File: config.mk
export PLATFORM = sky130hd
export DESIGN_NAME = stopwatch_core
export DESIGN_NICKNAME = d
export VERILOG_FILES = /design/src/rtl/stopwatch_pkg.sv /design/src/rtl/bcd_digit.sv /design/src/rtl/stopwatch_core.sv
export SDC_FILE = /design/constraint.sdc
export NUM_CORES = 1
export LEC_CHECK = 0
export ABC_CLOCK_PERIOD_IN_PS = 2500
export CAP_MARGIN = 20
export CORE_UTILIZATION = 56
export DETAILED_ROUTE_END_ITERATION = 7
export HOLD_SLACK_MARGIN = 0.05
export PLACE_DENSITY = 0.79
export SYNTH_ARGS = -nofsm -noshare
export SYNTH_HDL_FRONTEND = slang
export SYNTH_SLANG_ARGS = --single-unit
File: constraint.sdc
create_clock -name clock -period 2.5 [get_ports clock]
set_clock_uncertainty 0.1 [all_clocks]
set_input_delay 0.25 -clock clock [delete_from_list [all_inputs] [get_ports clock]]
set_output_delay 0.25 -clock clock [all_outputs]
set_load 0.02 [all_outputs]
File: src/rtl/stopwatch_pkg.sv
// rtl/stopwatch_pkg.sv - shared types and constants for the stopwatch core
package stopwatch_pkg;

    typedef enum logic [1:0] {
        ST_IDLE    = 2'd0,
        ST_RUNNING = 2'd1,
        ST_PAUSED  = 2'd2,
        ST_LAP     = 2'd3
    } state_t;

    localparam int DIGIT_W    = 4;
    localparam int NUM_DIGITS = 6;

    localparam logic [DIGIT_W-1:0] MAX_NINE = 4'd9;
    localparam logic [DIGIT_W-1:0] MAX_FIVE = 4'd5;

endpackage

File: src/rtl/bcd_digit.sv
// rtl/bcd_digit.sv - single BCD digit counter that wraps at MAX_VAL and carries
module bcd_digit
    import stopwatch_pkg::*;
#(
    parameter logic [DIGIT_W-1:0] MAX_VAL = MAX_NINE
) (
    input  logic               clock,
    input  logic               reset_n,
    input  logic               inc,
    input  logic               clear,
    output logic [DIGIT_W-1:0] value,
    output logic               carry
);

    // Carry is combinational so the whole chain advances on the same tick.
    assign carry = inc && (value == MAX_VAL);

    always_ff @(posedge clock or negedge reset_n) begin
        if (!reset_n) begin
            value <= '0;
        end else if (clear) begin
            value <= '0;
        end else if (inc) begin
            value <= carry ? '0 : value + 4'd1;
        end
    end

endmodule

File: src/rtl/stopwatch_core.sv
// rtl/stopwatch_core.sv - MM:SS.CC stopwatch with run/pause/lap/clear control
module stopwatch_core
    import stopwatch_pkg::*;
(
    input  logic        clock,
    input  logic        reset_n,
    input  logic        clock_dec,
    input  logic        start_stop,
    input  logic        clear,
    input  logic        lap,
    output logic [23:0] digits,
    output logic        running,
    output logic        overflow
);

    logic dec_meta;
    logic dec_sync;
    logic dec_prev;
    logic tick;

    always_ff @(posedge clock or negedge reset_n) begin
        if (!reset_n) begin
            dec_meta <= 1'b0;
            dec_sync <= 1'b0;
            dec_prev <= 1'b0;
        end else begin
            dec_meta <= clock_dec;
            dec_sync <= dec_meta;
            dec_prev <= dec_sync;
        end
    end

    assign tick = dec_sync && !dec_prev;

    logic ss_prev;
    logic clr_prev;
    logic lap_prev;
    logic armed;
    logic ss_pulse;
    logic clr_pulse;
    logic lap_pulse;

    // armed masks the first clock after reset so a button held across release
    // is seen as already high rather than as a fresh edge.
    always_ff @(posedge clock or negedge reset_n) begin
        if (!reset_n) begin
            ss_prev  <= 1'b0;
            clr_prev <= 1'b0;
            lap_prev <= 1'b0;
            armed    <= 1'b0;
        end else begin
            ss_prev  <= start_stop;
            clr_prev <= clear;
            lap_prev <= lap;
            armed    <= 1'b1;
        end
    end

    assign ss_pulse  = armed && start_stop && !ss_prev;
    assign clr_pulse = armed && clear && !clr_prev;
    assign lap_pulse = armed && lap && !lap_prev;

    state_t state;
    state_t state_next;
    logic   capture;
    logic   clear_time;

    always_comb begin
        state_next = state;
        capture    = 1'b0;
        clear_time = 1'b0;
        case (state)
            ST_IDLE: begin
                if (clr_pulse) clear_time = 1'b1;
                if (ss_pulse)  state_next = ST_RUNNING;
            end
            ST_RUNNING: begin
                if (ss_pulse) begin
                    state_next = ST_PAUSED;
                end else if (lap_pulse) begin
                    state_next = ST_LAP;
                    capture    = 1'b1;
                end
            end
            ST_LAP: begin
                if (ss_pulse) begin
                    state_next = ST_PAUSED;
                end else if (lap_pulse) begin
                    state_next = ST_RUNNING;
                end
            end
            ST_PAUSED: begin
                if (clr_pulse) begin
                    state_next = ST_IDLE;
                    clear_time = 1'b1;
                end else if (ss_pulse) begin
                    state_next = ST_RUNNING;
                end
            end
            default: state_next = ST_IDLE;
        endcase
    end

    // Ticks count against the state held before this clock's transition.
    logic counting;
    logic inc_c0;
    assign counting = (state == ST_RUNNING) || (state == ST_LAP);
    assign inc_c0   = tick && counting;

    logic [DIGIT_W-1:0] c0, c1, s0, s1, m0, m1;
    logic               cy_c0, cy_c1, cy_s0, cy_s1, cy_m0, cy_m1;

    bcd_digit #(.MAX_VAL(MAX_NINE)) u_c0 (
        .clock(clock), .reset_n(reset_n), .inc(inc_c0), .clear(clear_time),
        .value(c0), .carry(cy_c0)
    );
    bcd_digit #(.MAX_VAL(MAX_NINE)) u_c1 (
        .clock(clock), .reset_n(reset_n), .inc(cy_c0), .clear(clear_time),
        .value(c1), .carry(cy_c1)
    );
    bcd_digit #(.MAX_VAL(MAX_NINE)) u_s0 (
        .clock(clock), .reset_n(reset_n), .inc(cy_c1), .clear(clear_time),
        .value(s0), .carry(cy_s0)
    );
    bcd_digit #(.MAX_VAL(MAX_FIVE)) u_s1 (
        .clock(clock), .reset_n(reset_n), .inc(cy_s0), .clear(clear_time),
        .value(s1), .carry(cy_s1)
    );
    bcd_digit #(.MAX_VAL(MAX_NINE)) u_m0 (
        .clock(clock), .reset_n(reset_n), .inc(cy_s1), .clear(clear_time),
        .value(m0), .carry(cy_m0)
    );
    bcd_digit #(.MAX_VAL(MAX_FIVE)) u_m1 (
        .clock(clock), .reset_n(reset_n), .inc(cy_m0), .clear(clear_time),
        .value(m1), .carry(cy_m1)
    );

    logic [23:0] count;
    logic [23:0] lap_q;
    logic        running_q;
    logic        overflow_q;

    assign count = {m1, m0, s1, s0, c1, c0};

    always_ff @(posedge clock or negedge reset_n) begin
        if (!reset_n) begin
            state      <= ST_IDLE;
            lap_q      <= '0;
            running_q  <= 1'b0;
            overflow_q <= 1'b0;
        end else begin
            state      <= state_next;
            running_q  <= (state_next == ST_RUNNING) || (state_next == ST_LAP);
            overflow_q <= cy_m1;
            if (capture) lap_q <= count;
        end
    end

    // All mux inputs are flops, so the display changes one clock after its cause.
    assign digits   = (state == ST_LAP) ? lap_q : count;
    assign running  = running_q;
    assign overflow = overflow_q;

endmodule

## Word-level counts from Yosys, hierarchy flattened

Index checks and enable logic that the tools add are counted.

| word-level totals | value |
|---|---|
| memories kept | 0 |
| register bits after elaboration | 59 |
| memory bits (read-only) | 0 |
| latch bits | 0 |
| output and inout port bits | 26 |
| bits of input ports | 6 |
| RAM bits | 0 |
| word-level logic and storage cells | 93 |

| operators by class | value |
|---|---|
| $add $sub $neg | 6 |
| $lt $le $gt $ge | 0 |
| divide/modulo/power cells | 0 |
| shift-type cells | 0 |
| multiply operators | 0 |
| mux-type cells | 31 |
| reduce and logical (&&, ||, !) cells | 28 |
| equality and inequality tests | 11 |
| bitwise operators | 0 |

Operators with widths:

| operator | count |
|---|---|
| 4-bit two-way mux | 18 |
| 4-bit by 1-bit adder with 4-bit output, second input constant | 6 |
| 24-bit two-way mux | 1 |
| 4-bit equality test, second input constant | 4 |
| 1-bit logical AND | 14 |
| 2-bit two-way mux | 6 |
| 2-bit nonzero test | 6 |
| 4-bit by 3-bit equality test with 1-bit output, second input constant | 2 |
| 2-bit one-hot mux with 4 select lines | 1 |
| 2-bit equality test, second input constant | 3 |
| 1-bit two-way mux | 5 |
| 2-bit by 1-bit equality test with 1-bit output, second input constant | 2 |
| 1-bit zero test | 4 |
| 2-bit zero test | 1 |
| 1-bit logical OR | 2 |
| 2-bit OR reduction | 1 |

## Logic depth before layout (Yosys ltp)

Gate-level depths: netlist of the first run.

| logic depth | value |
|---|---|
| word-level depth | 12 |
| mapped depth | 9 |
| gate-level depth less buffers | 6 |

## Hierarchy

A second synthesis of the first run with hierarchy kept.

| unflattened totals | value |
|---|---|
| cell total of the unflattened synthesis | 261 |
| area total of the unflattened synthesis | 2987.9 µm² |

Modules (own cells, without submodules):

| module | times used | area each (µm²) | seq. area each (µm²) | cells each |
|---|---|---|---|---|
| stopwatch_core | 1 | 1565.3 | 850.8 | 107 |
| bcd_digit at u_c1 ... | 3 | 237.7 | 100.1 | 26 |
| bcd_digit at u_m1 ... | 2 | 234.0 | 100.1 | 25 |
| bcd_digit at u_c0 | 1 | 241.5 | 100.1 | 26 |

## Worst setup path before layout of the first run

No wires, ideal clock.

| path | value |
|---|---|
| path kind | register to register |
| start point | register u_c1.value[1] |
| end point | register u_m1.value[1] |
| arrival time | 1.645 ns |
| cell stages (with the launch flop) | 10 |
| setup slack | 0.615 ns |
| path buffers | 3 |
| cell sequence | dfrtp_1 > inv_1 > ha_1 > and3b_1 > buf_6 > nand3_4 > buf_6 > buf_2 > o311ai_0 > o41ai_1 |

| between the ends | value |
|---|---|
| word-level cells in the longest chain between the ends | 9 |
| elaborated cells on any way between the ends | 10 |
| those cells by class | eq/ne (1); mux (3); reduce/logical (6) |

RTL lines:

| element | line | source |
|---|---|---|
| start: declaration | bcd_digit.sv:11 | `output logic [DIGIT_W-1:0] value,` |
| start signal: assignment | bcd_digit.sv:24 | `value <= carry ? '0 : value + 4'd1;` |
| 4-bit equality test * | bcd_digit.sv:16 | `assign carry = inc && (value == MAX_VAL);` |
| 1-bit logical AND * (4 in series) | bcd_digit.sv:16 |  |
| 1-bit logical AND | bcd_digit.sv:16 |  |
| 4-bit two-way mux | bcd_digit.sv:24 |  |
| 4-bit two-way mux | bcd_digit.sv:23 | `end else if (inc) begin` |
| 4-bit two-way mux | bcd_digit.sv:21 | `end else if (clear) begin` |
| end signal: assignment | bcd_digit.sv:24 |  |
| end: declaration | bcd_digit.sv:11 |  |

Mark *: on every way between the ends. The rest lies on a longest branch, timed or not. The select of a mux whose other input is x is not followed.
A chain may end at the register's enable or synchronous reset.

## Worst setup path in the final report of the first run

| path | value |
|---|---|
| start point | register state[1] |
| end point | output port digits[1] |

| between the ends | value |
|---|---|
| word-level cells in the longest chain between the ends | 2 |

RTL lines:

| element | line | source |
|---|---|---|
| start: declaration | stopwatch_core.sv:63 | `state_t state;` |
| start signal: assignment | stopwatch_core.sv:152 | `state <= state_next;` |
| 2-bit equality test | stopwatch_core.sv:160 | `assign digits = (state == ST_LAP) ? lap_q : count;` |
| 24-bit two-way mux | stopwatch_core.sv:160 |  |
| end: declaration | stopwatch_core.sv:11 | `output logic [23:0] digits,` |

No other way between the ends.

==> results.sh, run 1 <==
export IMPL_antenna_found_initial=0
export IMPL_crit_chain="nand2_1 > buf_4 > mux2_2 > clkdlybuf4s50_1"
export IMPL_drive_gt1_share_pct=24.51
export IMPL_cp_start_kind="register"
export IMPL_yosysSeqAreaShare_pct=48.62
export IMPL_maxSlewViolCount=0
export IMPL_r2r_setup_slack_ps=340
export IMPL_fp_dieW_um=75.64
export IMPL_tightest_slew_ps=747.5
export IMPL_cts_sinks=59
export IMPL_yosysWarnings=0
export IMPL_synthesis_nets=280
export IMPL_crit_slowest_cell="clkdlybuf4s50_1"
export IMPL_cts_buffers=9
export IMPL_p_sw_uw=794.2
export IMPL_fin_nets=320
export IMPL_critPathMaxFanout=14
export IMPL_cp_required_ps=2150
export IMPL_grt_max_degree=60
export IMPL_globalRouteOverflowTotal=0
export IMPL_setup_viol=0
export IMPL_area_delta_synth_final_pct=19.24
export IMPL_relSlewSlack_pct=50.17
export IMPL_yosysUniqueCellTypes=38
export IMPL_powerDensity_mw_per_mm2=769.8
export IMPL_ys_top_cells_by_area="dfrtp_1, mux2_2, ha_1, a21oi_1, and3b_1"
export IMPL_p_clk_share_pct=30.4
export IMPL_cts_buffer_depth=2
export IMPL_synth_top_cell_area_share_pct=48.62
export IMPL_ys_seq_elements=59
export IMPL_p_comb_share_pct=23.5
export IMPL_synth_edf_count=0
export IMPL_mostFrequentLayoutCell="dfrtp_1"
export IMPL_r2r_end="u_m1.value[3]"
export IMPL_vdd_drop_max_uv=627.4
export IMPL_rsz0062_at_grt="false"
export IMPL_cts_root_buf="clkbuf_8"
export IMPL_synthFlopType="dfrtp_1"
export IMPL_path_class="register to output pin"
export IMPL_outcome="finished, final reports clean"
export IMPL_clkTransAtPathRegs_ps=60
export IMPL_core_sq_mm=0.005172
export IMPL_drc=0
export IMPL_multi_input_area_sq_mm=0.001454
export IMPL_switching_share_pct=28.49
export IMPL_viasPerCell=5.646
export IMPL_track_usage_pct=22.42
export IMPL_rows=26
export IMPL_grt_pass1_wl_um=9294
export IMPL_drt_wl_total_um=5613
export IMPL_antenna_left=0
export IMPL_cp_arrival_ps=2000
export IMPL_dieArea_sq_mm=0.005721
export IMPL_dr_pass1_iters=4
export IMPL_syn_area_sq_mm=0.003037
export IMPL_worstSkewPairLatency_ps=330
export IMPL_leakage_uw=0.001691
export IMPL_r2r_start="u_c0.value[1]"
export IMPL_maxCapViolCount=0
export IMPL_grt_pass1_vias=1924
export IMPL_p_seq_share_pct=46.1
export IMPL_fin_crit_ps=2345
export IMPL_crit_end="digits[1]"
export IMPL_num_io_pins=32
export IMPL_worst_r2r_cell_count=6
export IMPL_crit_path_max_incr_delay_ps=540
export IMPL_syn_avg_cell_area_sq_um=11.59
export IMPL_synthCells=262
export IMPL_hold_path_class="register to register"
export IMPL_drt_iter0_markers=91
export IMPL_timing_final_crit_share_pct=93.82
export IMPL_routedWlPerCell_um=14.93
export IMPL_hpwl_um=3779
export IMPL_total_power_uw=2787
export IMPL_internal_power_uw=1993
export IMPL_cts_htree_levels=3
export IMPL_synth_top_area_cell="dfrtp_1"
export IMPL_final_cell_mix="dfrtp_1, mux2_2, clkdlybuf4s50_1, nand2_1, a21oi_1"
export IMPL_vias=2123
export IMPL_timing_hold_violations_final=0
export IMPL_synthArstFlopShare_pct=100.0
export IMPL_seqCellArea_sq_mm=0.001476
export IMPL_fin_tns_setup_ps=0
export IMPL_cp_startpoint="state[1]"
export IMPL_fp_dieH_um=75.64
export IMPL_maxClockFrequency_mhz=426.4
export IMPL_initial_core_util_pct=58.71
export IMPL_crit_cells=4
export IMPL_path_buf_inv=2
export IMPL_path_delay_family="buffers and inverters"
export IMPL_diodes=0
export IMPL_crit_path_end_kind="output pin"
export IMPL_globalplace_congestion=0.7987
export IMPL_cts_tree="done"
export IMPL_cts_resized=0
export IMPL_num_fill_cells=373
export IMPL_io_buffers=31
## final cells by class
class                      count  area share, %
timing repair buffer          41          10.57
clock inverter                 1         0.1382
multi-input combinational    185          40.15
inverter                       6         0.6220
clock buffer                  14          5.321
sequential                    59          40.77
tap                           70          2.419
## worst min-delay path by stage
stage	start	to	slack (ps)	cells after the start
global route	clock_dec	dec_meta	240	1
global placement	dec_meta	dec_sync	230	0
CTS	clock_dec	dec_meta	230	1
floorplan	reset_n	armed	-150	0
finish	dec_meta	dec_sync	250	0
detailed placement	dec_meta	dec_sync	240	0
## worst reg2reg max path, delay by kind of cell (launching register included)
family | cells | cell delay (ps)
DFF | 1 | 430
adders and majority gates | 1 | 150
buffers and inverters | 1 | 70
muxes | 1 | 130
and+or+nand+nor | 3 | 1160
## cells by family after synthesis
kind of cell / Yosys count / share of synthesized area (%)
adder cells (fa/ha/maj): 12 / 4.944
AO/OA/AOI/OAI: 35 / 6.757
XOR/XNOR: 4 / 1.154
other: 1 / 0.1235
AND/OR/NAND/NOR: 81 / 15.62
multiplexers: 52 / 19.12
buffers and inverters: 18 / 3.667
flip-flops: 59 / 48.62
## layer usage
layer  vias up  GRT usage (%)  wire length (um)
met5         -              0                 0
li1       1041              -                 -
met3         7          6.746               169
met4         0          8.642                62
met1      1045          28.46              2624
met2        30          36.31              2756
## synth_stat cells, types with 3 or more instances
cell type	n
dfrtp_1	59
mux2_2	48
nand2_1	17
a21oi_1	15
ha_1	12
or3_1	11
nand3_1	10
o21ai_0	10
and3b_1	8
nor2_1	8
inv_1	6
nand3b_1	6
nor3_1	5
or4_1	5
buf_2	4
mux2i_1	4
buf_6	3
clkbuf_1	3
nand4_1	3
xor2_1	3
## power groups by stage
stage	logic, uW	registers [uW]	clock network, uW
floorplan	438	1270	0
finish	654	1290	847
global placement	645	1290	0
detailed placement	657	1300	0
global route	715	1320	911
CTS	664	1290	870
## per-stage QoR
step	cell area, sq um	util [%]	hold slack, ps	worst slack (ps)	cells
after floorplan	3037	-	-145.6	615.3	262
after global placement	3413	65.99	232.2	403.6	360
after detailed placement	3413	65.99	236.2	336.4	360
after CTS	3621	70.00	234.9	128.2	376
after global routing	3621	70.00	241.4	83.49	376
final	3621	70.00	245.2	154.5	376
## flip-flops by register name, indices dropped and copies added, names as in the netlist
name,flops
dec_sync,1
state,2
lap_q,24
clr_prev,1
u_m1.value,4
u_s1.value,4
dec_prev,1
u_s0.value,4
running,1
overflow,1
u_c0.value,4
u_m0.value,4
dec_meta,1
u_c1.value,4
lap_prev,1
ss_prev,1
armed,1
## what timing repair did
action | CTS | global route
setup buffers | 0 | 0
hold buffers | 1 | 0
hold endpoints to repair | 59 | 0
Note: power is estimated with default switching activity, not from simulation.
==> run 2, diff against run 1 <==
- CORE_MARGIN: default -> 4
- MAX_ROUTING_LAYER: default -> met4
- SLEW_MARGIN: default -> 15
==> run 2 against run 1 <==
Die area is 16% higher; largest power group unchanged; critical path type unchanged; wire length increased by 4.1%; clock-buffer cell count down 5; first-iteration DRC count shrank 3.3%.
==> results.sh, run 2 (same netlist as run 1, synthesis figures left out) <==
export IMPL_mostFrequentLayoutCell="dfrtp_1"
export IMPL_holdWs_ps=251.9
export IMPL_diodes=0
export IMPL_globalplace_congestion=0.7912
export IMPL_crit_path_end_kind="output pin"
export IMPL_largest_reg_flops=24
export IMPL_vdd_drop_max_uv=722.8
export IMPL_core_sq_mm=0.005172
export IMPL_cp_required_ps=2150
export IMPL_drt_wl_total_um=5841
export IMPL_setup_viol=0
export IMPL_hold_path_class="primary input to register"
export IMPL_fin_util_pct=70.75
export IMPL_cts_root_buf="clkbuf_8"
export IMPL_crit_slowest_cell="clkdlybuf4s50_1"
export IMPL_final_area_sq_mm=0.003660
export IMPL_vias=2152
export IMPL_antenna_found_initial=0
export IMPL_timing_hold_violations_final=0
export IMPL_grt_max_degree=32
export IMPL_drc=0
export IMPL_path_delay_family="buffers and inverters"
export IMPL_grt_pass1_wl_um=10070
export IMPL_grt_use_met2_pct=32.65
export IMPL_tightest_slew_ps=656.1
export IMPL_cts_hold_buf=1
export IMPL_cts_buffers=9
export IMPL_fin_tns_setup_ps=0
export IMPL_leakage_uw=0.001698
export IMPL_fp_dieH_um=81.64
export IMPL_cts_tree="done"
export IMPL_cp_start_kind="register"
export IMPL_grt_pass1_vias=2114
export IMPL_clkTransAtPathRegs_ps=60
export IMPL_path_class="register to output pin"
export IMPL_fin_crit_ps=2361
export IMPL_area_delta_synth_final_pct=20.52
export IMPL_initial_core_util_pct=58.71
export IMPL_globalRouteOverflowTotal=0
export IMPL_drt_iter0_markers=88
export IMPL_maxSlewViolCount=0
export IMPL_maxCapViolCount=0
export IMPL_dpl_cell_area_sq_mm=0.003433
export IMPL_critPathMaxFanout=14
export IMPL_relSlewSlack_pct=56.26
export IMPL_viasPerCell=5.693
export IMPL_grt_use_met1_pct=25.14
export IMPL_outcome="finished, final reports clean"
export IMPL_cts_sinks=59
export IMPL_crit_path_max_incr_delay_ps=540
export IMPL_fp_dieW_um=81.64
export IMPL_rows=26
export IMPL_num_io_pins=32
export IMPL_drive_gt1_share_pct=25.00
export IMPL_io_buffers=31
export IMPL_cp_arrival_ps=2010
export IMPL_post_cts_buffers=0
export IMPL_track_usage_pct=20.77
export IMPL_crit_chain="nand2_1 > buf_4 > mux2_2 > clkdlybuf4s50_1"
export IMPL_timing_final_crit_share_pct=94.43
export IMPL_path_buf_inv=2
export IMPL_busiest_layer="met2"
export IMPL_worstSkewPairLatency_ps=340
export IMPL_dieArea_sq_mm=0.006665
export IMPL_maxClockFrequency_mhz=423.6
export IMPL_routedWlPerCell_um=15.45
export IMPL_cts_buffer_depth=2
export IMPL_antenna_left=0
export IMPL_fin_nets=321
export IMPL_cts_htree_levels=3
export IMPL_powerDensity_mw_per_mm2=788.2
export IMPL_met3_usage_pct=6.469
export IMPL_cts_resized=0
export IMPL_dr_pass1_iters=4
export IMPL_hpwl_um=4088
export IMPL_final_cell_mix="dfrtp_1, mux2_2, clkdlybuf4s50_1, nand2_1, a21oi_1"
export IMPL_rsz0062_at_grt="false"
export IMPL_regMostFlops="lap_q"
## run 2: final cells by class
cell class | count | area [sq um]
Timing Repair Buffer | 42 | 402.9
Clock inverter | 7 | 92.59
Inverter | 6 | 22.52
Fill cell | 381 | 1513
Tap cell | 70 | 87.58
Sequential cell | 59 | 1476
Multi-Input combinational cell | 185 | 1454
Clock buffer | 9 | 123.9
## run 2: final timing paths
path / from / endpoint / slack [ps] / cells after the start
max in group asynchronous: reset_n / u_c0.value[0] / 1340 / 3
min in group asynchronous: reset_n / u_m0.value[2] / 370 / 2
min reg2reg: dec_meta / dec_sync / 260 / 0
min: clock_dec / dec_meta / 250 / 1
max reg2reg: u_c0.value[1] / u_m1.value[3] / 310 / 6
max: state[1] / digits[1] / 140 / 4
## run 2: stage by stage
stage	setup slack (ps)	cells	total power, uW
3_3_place_gp	408.4	361	1937
2_1_floorplan	615.3	262	1704
5_1_grt	25.59	378	3049
4_1_cts	106.3	378	2923
6_report	139.2	378	2885
3_5_place_dp	335.9	361	1970
## run 2: worst reg2reg max path: cells and delay by family, from the launching register on
family	cells	cell delay (ps)
buffers and inverters	1	80
muxes	1	140
adders and majority gates	1	140
DFF	1	440
and+or+nand+nor	3	1190
## run 2: routing by layer
layer	wire, um	share of wire, %
met4	108	1.8
met5	0	0
met1	2542	44
met3	261	4.5
met2	2929	50
## run 2: report_power, final
group / switching [uW] / internal (uW)
Combinational: 296 / 363
Sequential: 146 / 1140
Clock: 379 / 556
==> run 3, diff against run 2 <==
- CORE_MARGIN: 4 -> 2
- SLEW_MARGIN: 15 -> default
==> run 3 against run 2 <==
Global-route usage is 0.41 points higher; non-clock buffer count down 1; sequential power hardly changed; critical path depth unchanged; sequential cell count unchanged; first-iteration DRC count increased by 8.0%; total power is 3.3% higher; via count is 0.93% lower; clock-buffer cell count up 2; fmax hardly changed; register-to-register slack is essentially flat; sequential share of layout area is 0.055 points lower; critical endpoint is now digits[0]; largest cell class unchanged.
==> results.sh, run 3 (same netlist as run 1, synthesis figures left out) <==
export IMPL_grt_max_degree=60
export IMPL_cts_sinks=59
export IMPL_worstSkewPairLatency_ps=330
export IMPL_maxSlewViolCount=0
export IMPL_relSlewSlack_pct=51.88
export IMPL_path_buf_inv=2
export IMPL_clkTransAtPathRegs_ps=60
export IMPL_fin_crit_ps=2360
export IMPL_area_delta_synth_final_pct=20.68
export IMPL_cts_htree_levels=3
export IMPL_highest_layer="met4"
export IMPL_rsz0062_at_grt="false"
export IMPL_r2r_setup_slack_ps=310
export IMPL_fp_dieH_um=77.64
export IMPL_setup_viol=0
export IMPL_cts_tree="done"
export IMPL_crit_chain="nand2_1 > buf_4 > mux2_2 > clkdlybuf4s50_1"
export IMPL_tightest_slew_ps=721.8
export IMPL_grt_pass1_wl_um=9666
export IMPL_post_cts_buffers=0
export IMPL_routedWlPerCell_um=14.80
export IMPL_cts_buffer_depth=2
export IMPL_drive_gt1_share_pct=24.43
export IMPL_timing_final_crit_share_pct=94.40
export IMPL_cp_start_kind="register"
export IMPL_antenna_left=0
export IMPL_core_sq_mm=0.005172
export IMPL_mostFrequentLayoutCell="dfrtp_1"
export IMPL_crit_cells=4
export IMPL_critPathMaxFanout=14
export IMPL_track_usage_pct=21.18
export IMPL_r2r_start="u_c0.value[1]"
export IMPL_rows=26
export IMPL_hp_start="dec_meta"
export IMPL_worst_r2r_cell_count=6
export IMPL_num_fill_cells=365
export IMPL_timing_hold_violations_final=0
export IMPL_wl_met2_um=2847
export IMPL_diodes=0
export IMPL_regMostFlops="lap_q"
export IMPL_path_delay_family="buffers and inverters"
export IMPL_fp_dieW_um=77.64
export IMPL_path_class="register to output pin"
export IMPL_initial_core_util_pct=58.71
export IMPL_cp_arrival_ps=2010
export IMPL_r2r_end="u_m1.value[3]"
export IMPL_vias=2132
export IMPL_maxCapViolCount=0
export IMPL_hold_path_class="register to register"
export IMPL_drc=0
export IMPL_cts_buffers=9
export IMPL_cp_startpoint="state[1]"
export IMPL_leakage_uw=0.001710
export IMPL_drt_iter0_markers=95
export IMPL_globalplace_congestion=0.8109
export IMPL_antenna_found_initial=0
export IMPL_cp_required_ps=2150
export IMPL_io_buffers=31
export IMPL_wl_met3_um=155
export IMPL_grt_pass1_vias=2186
export IMPL_hpwl_um=3774
export IMPL_powerDensity_mw_per_mm2=813.1
export IMPL_globalRouteOverflowTotal=0
export IMPL_vdd_drop_max_uv=740.0
export IMPL_crit_path_max_incr_delay_ps=540
export IMPL_wl_met1_um=2455
export IMPL_crit_end="digits[0]"
export IMPL_outcome="finished, final reports clean"
export IMPL_crit_path_end_kind="output pin"
export IMPL_fin_tns_setup_ps=0
export IMPL_dieArea_sq_mm=0.006028
export IMPL_viasPerCell=5.655
export IMPL_maxClockFrequency_mhz=423.7
export IMPL_final_cell_mix="dfrtp_1, mux2_2, clkdlybuf4s50_1, nand2_1, a21oi_1"
export IMPL_holdWs_ps=247.8
export IMPL_drt_wl_total_um=5579
export IMPL_dr_pass1_iters=4
export IMPL_crit_slowest_cell="clkdlybuf4s50_1"
export IMPL_cts_root_buf="clkbuf_8"
export IMPL_fin_nets=320
export IMPL_largest_reg_flops=24
export IMPL_num_io_pins=32
==> run 3: worst min-delay path by stage <==
stage / end / slack, ps / cells past startpoint
global route: dec_meta / 240 / 1
CTS: dec_meta / 240 / 1
floorplan: armed / -150 / 0
finish: dec_sync / 250 / 0
detailed placement: dec_sync / 230 / 0
global placement: dec_sync / 230 / 0
==> run 3: cell type report <==
cell class | count | area (sq um) | share of cell area [%]
Clock buffer | 11 | 141.4 | 3.858
Clock inverter | 5 | 100.1 | 2.731
Inverter | 6 | 22.52 | 0.6145
Multi-Input combinational cell | 185 | 1454 | 39.67
Sequential cell | 59 | 1476 | 40.29
Tap cell | 70 | 87.58 | 2.390
Timing Repair Buffer | 41 | 382.9 | 10.45
==> run 3: per-layer routing <==
layer	global-route usage [%]	vias up
met5	-	-
met4	9.107	0
met3	5.581	10
met2	35.52	29
met1	23.92	1059
li1	-	1034
==> run 3: power by group <==
part	internal (uW)	switching (uW)
combinational	360	292
sequential	1140	141
clock	686	357
==> run 3: per-stage QoR <==
step | power [uW] | setup WS [ps] | std cells | utilization, % | area (sq um)
6_report | 2980 | 139.9 | 377 | 70.85 | 3665
5_1_grt | 3139 | 64.00 | 377 | 70.85 | 3665
4_1_cts | 3018 | 114.0 | 377 | 70.85 | 3665
3_5_place_dp | 1962 | 346.2 | 360 | 65.99 | 3413
3_3_place_gp | 1931 | 406.5 | 360 | 65.99 | 3413
2_1_floorplan | 1704 | 615.3 | 262 | - | 3037
==> run 3: repair_timing <==
item	in CTS	in global routing
gates resized for setup	0	0
hold buffers	1	0
endpoints found under the hold margin	59	0
==> patch: new RTL, config.mk and constraints of run 1 <==
Add an input register stage for `start_stop`, `clear` and `lap`, without a reset; this delays them by one clock.
--- a/src/rtl/stopwatch_core.sv
+++ b/src/rtl/stopwatch_core.sv
@@ -14,2 +14,12 @@
 );
+
+    logic start_stop_q;
+    logic clear_q;
+    logic lap_r;
+
+    always_ff @(posedge clock) begin
+        start_stop_q <= start_stop;
+        clear_q      <= clear;
+        lap_r        <= lap;
+    end
 
@@ -51,5 +61,5 @@
         end else begin
-            ss_prev  <= start_stop;
-            clr_prev <= clear;
-            lap_prev <= lap;
+            ss_prev  <= start_stop_q;
+            clr_prev <= clear_q;
+            lap_prev <= lap_r;
             armed    <= 1'b1;
@@ -58,5 +68,5 @@
 
-    assign ss_pulse  = armed && start_stop && !ss_prev;
-    assign clr_pulse = armed && clear && !clr_prev;
-    assign lap_pulse = armed && lap && !lap_prev;
+    assign ss_pulse  = armed && start_stop_q && !ss_prev;
+    assign clr_pulse = armed && clear_q && !clr_prev;
+    assign lap_pulse = armed && lap_r && !lap_prev;
 
Function: changed (Yosys sat finds a counterexample within 4 cycles, from zero or initial values and one cycle with reset_n low).
==> patch against run 1 <==
- design area increased by 1.1%
- final cell count decreased by 0.27%
- clock power decreased by 4.4%
- critical path depth unchanged
- fmax increased by 0.40%
- worst setup slack improved by 0.0093 ns
- count of clock-buffer cells in the layout increased by 1
- sequential cell count increased by 3
- sequential power decreased by 13%
- area after synthesis increased by 1.5%
- synthesized cell count increased by 1.1%
- power decreased by 19%
- combinational power decreased by 48%
- wire length increased by 4.3%
- largest power group unchanged
- highest routed layer unchanged
==> patch: results <==
clocking:
  clk_latency_ns: 0.35
synth:
  ys_top_cells_by_area: "dfrtp_1 48%, mux2_2 18%, ha_1 4.9%"
  async_flop_share_pct: 95.2
  synth_cell_types: 39
  synth_mux_area_share_pct: 18.2
sta:
  whs_ns: 0.249
global_routing:
  grt_pass1_wl_um: 9990
  use_met1_pct: 28.7
  use_met2_pct: 35.3
power:
  p_leak_nw: 1.69
  p_per_area_nw_per_um2: 619
  seq_power_share_pct: 49.2
  p_sw_share_pct: 26.3
finish:
  clk_share_pct: 4.96
  bufAreaShareNonClock_pct: 10.5
  num-nonclk-buffers: 38
  multi_input_area_um2: 1440
  layout.nets: 318
  fillers: 391
min_path:
  hold_path_class: "primary input to flop"
  hold_depth: 1
detailed_routing:
  drt_iter0_drc: 130
  routedWlPerCell_um: 15.6
critical_path:
  r2r_setup_slack_ns: 0.29
  setup.worst_path.end: "digits[16]"
  r2r-end: "u_m1.value[0]"
outcome:
  outcome: "finished, final reports clean"
[patch: per-stage QoR]
stage / total power (W) / cells / cell area (um^2) / util (%) / setup WS [ns]
floorplan: 0.00133 / 265 / 3080 / - / 0.617
global placement: 0.00146 / 358 / 3470 / 66.7 / 0.454
detailed placement: 0.00148 / 358 / 3470 / 66.7 / 0.362
CTS: 0.00229 / 375 / 3660 / 70.3 / 0.140
global route: 0.00236 / 375 / 3660 / 70.3 / 0.0766
finish: 0.00227 / 375 / 3660 / 70.3 / 0.164
[patch: logic make-up (layout without fill, tap and decap cells)]
group | Yosys count | in the layout
XOR/XNOR | 5 | 5
buffers and inverters | 23 | 63
AND/OR/NAND/NOR | 74 | 74
adder cells (fa/ha/maj) | 12 | 12
AO/OA/AOI/OAI | 38 | 38
flip-flops | 62 | 62
other | 1 | 1
multiplexers | 50 | 50
[patch: power groups by stage]
stage / logic (W) / clock network (W) / registers (W)
3_3_place_gp: 0.000336 / 0 / 0.00113
6_report: 0.000342 / 0.000810 / 0.00112
2_1_floorplan: 0.000205 / 0 / 0.00113
4_1_cts: 0.000345 / 0.000827 / 0.00112
5_1_grt: 0.000372 / 0.000866 / 0.00112
3_5_place_dp: 0.000342 / 0 / 0.00113
[patch: critical path, cell delays in order, from the launching register on]
cell and delay, ns:
dfrtp_1 0.42, nand2_1 0.12, buf_12 0.20, mux2_2 0.36, clkdlybuf4s50_1 0.55
[patch: per-layer routing]
| layer | share of wire (%) | up-vias |
|---|---|---|
| met5 | 0 | - |
| met4 | 1.3 | 0 |
| met3 | 3.8 | 10 |
| met2 | 49 | 52 |
| met1 | 46 | 1088 |
| li1 | - | 1028 |
[patch: repair_timing]
item                      4_1_cts  5_1_grt
buffers inserted                0        0
hold buffers                    1        0
hold endpoints to repair       29        0
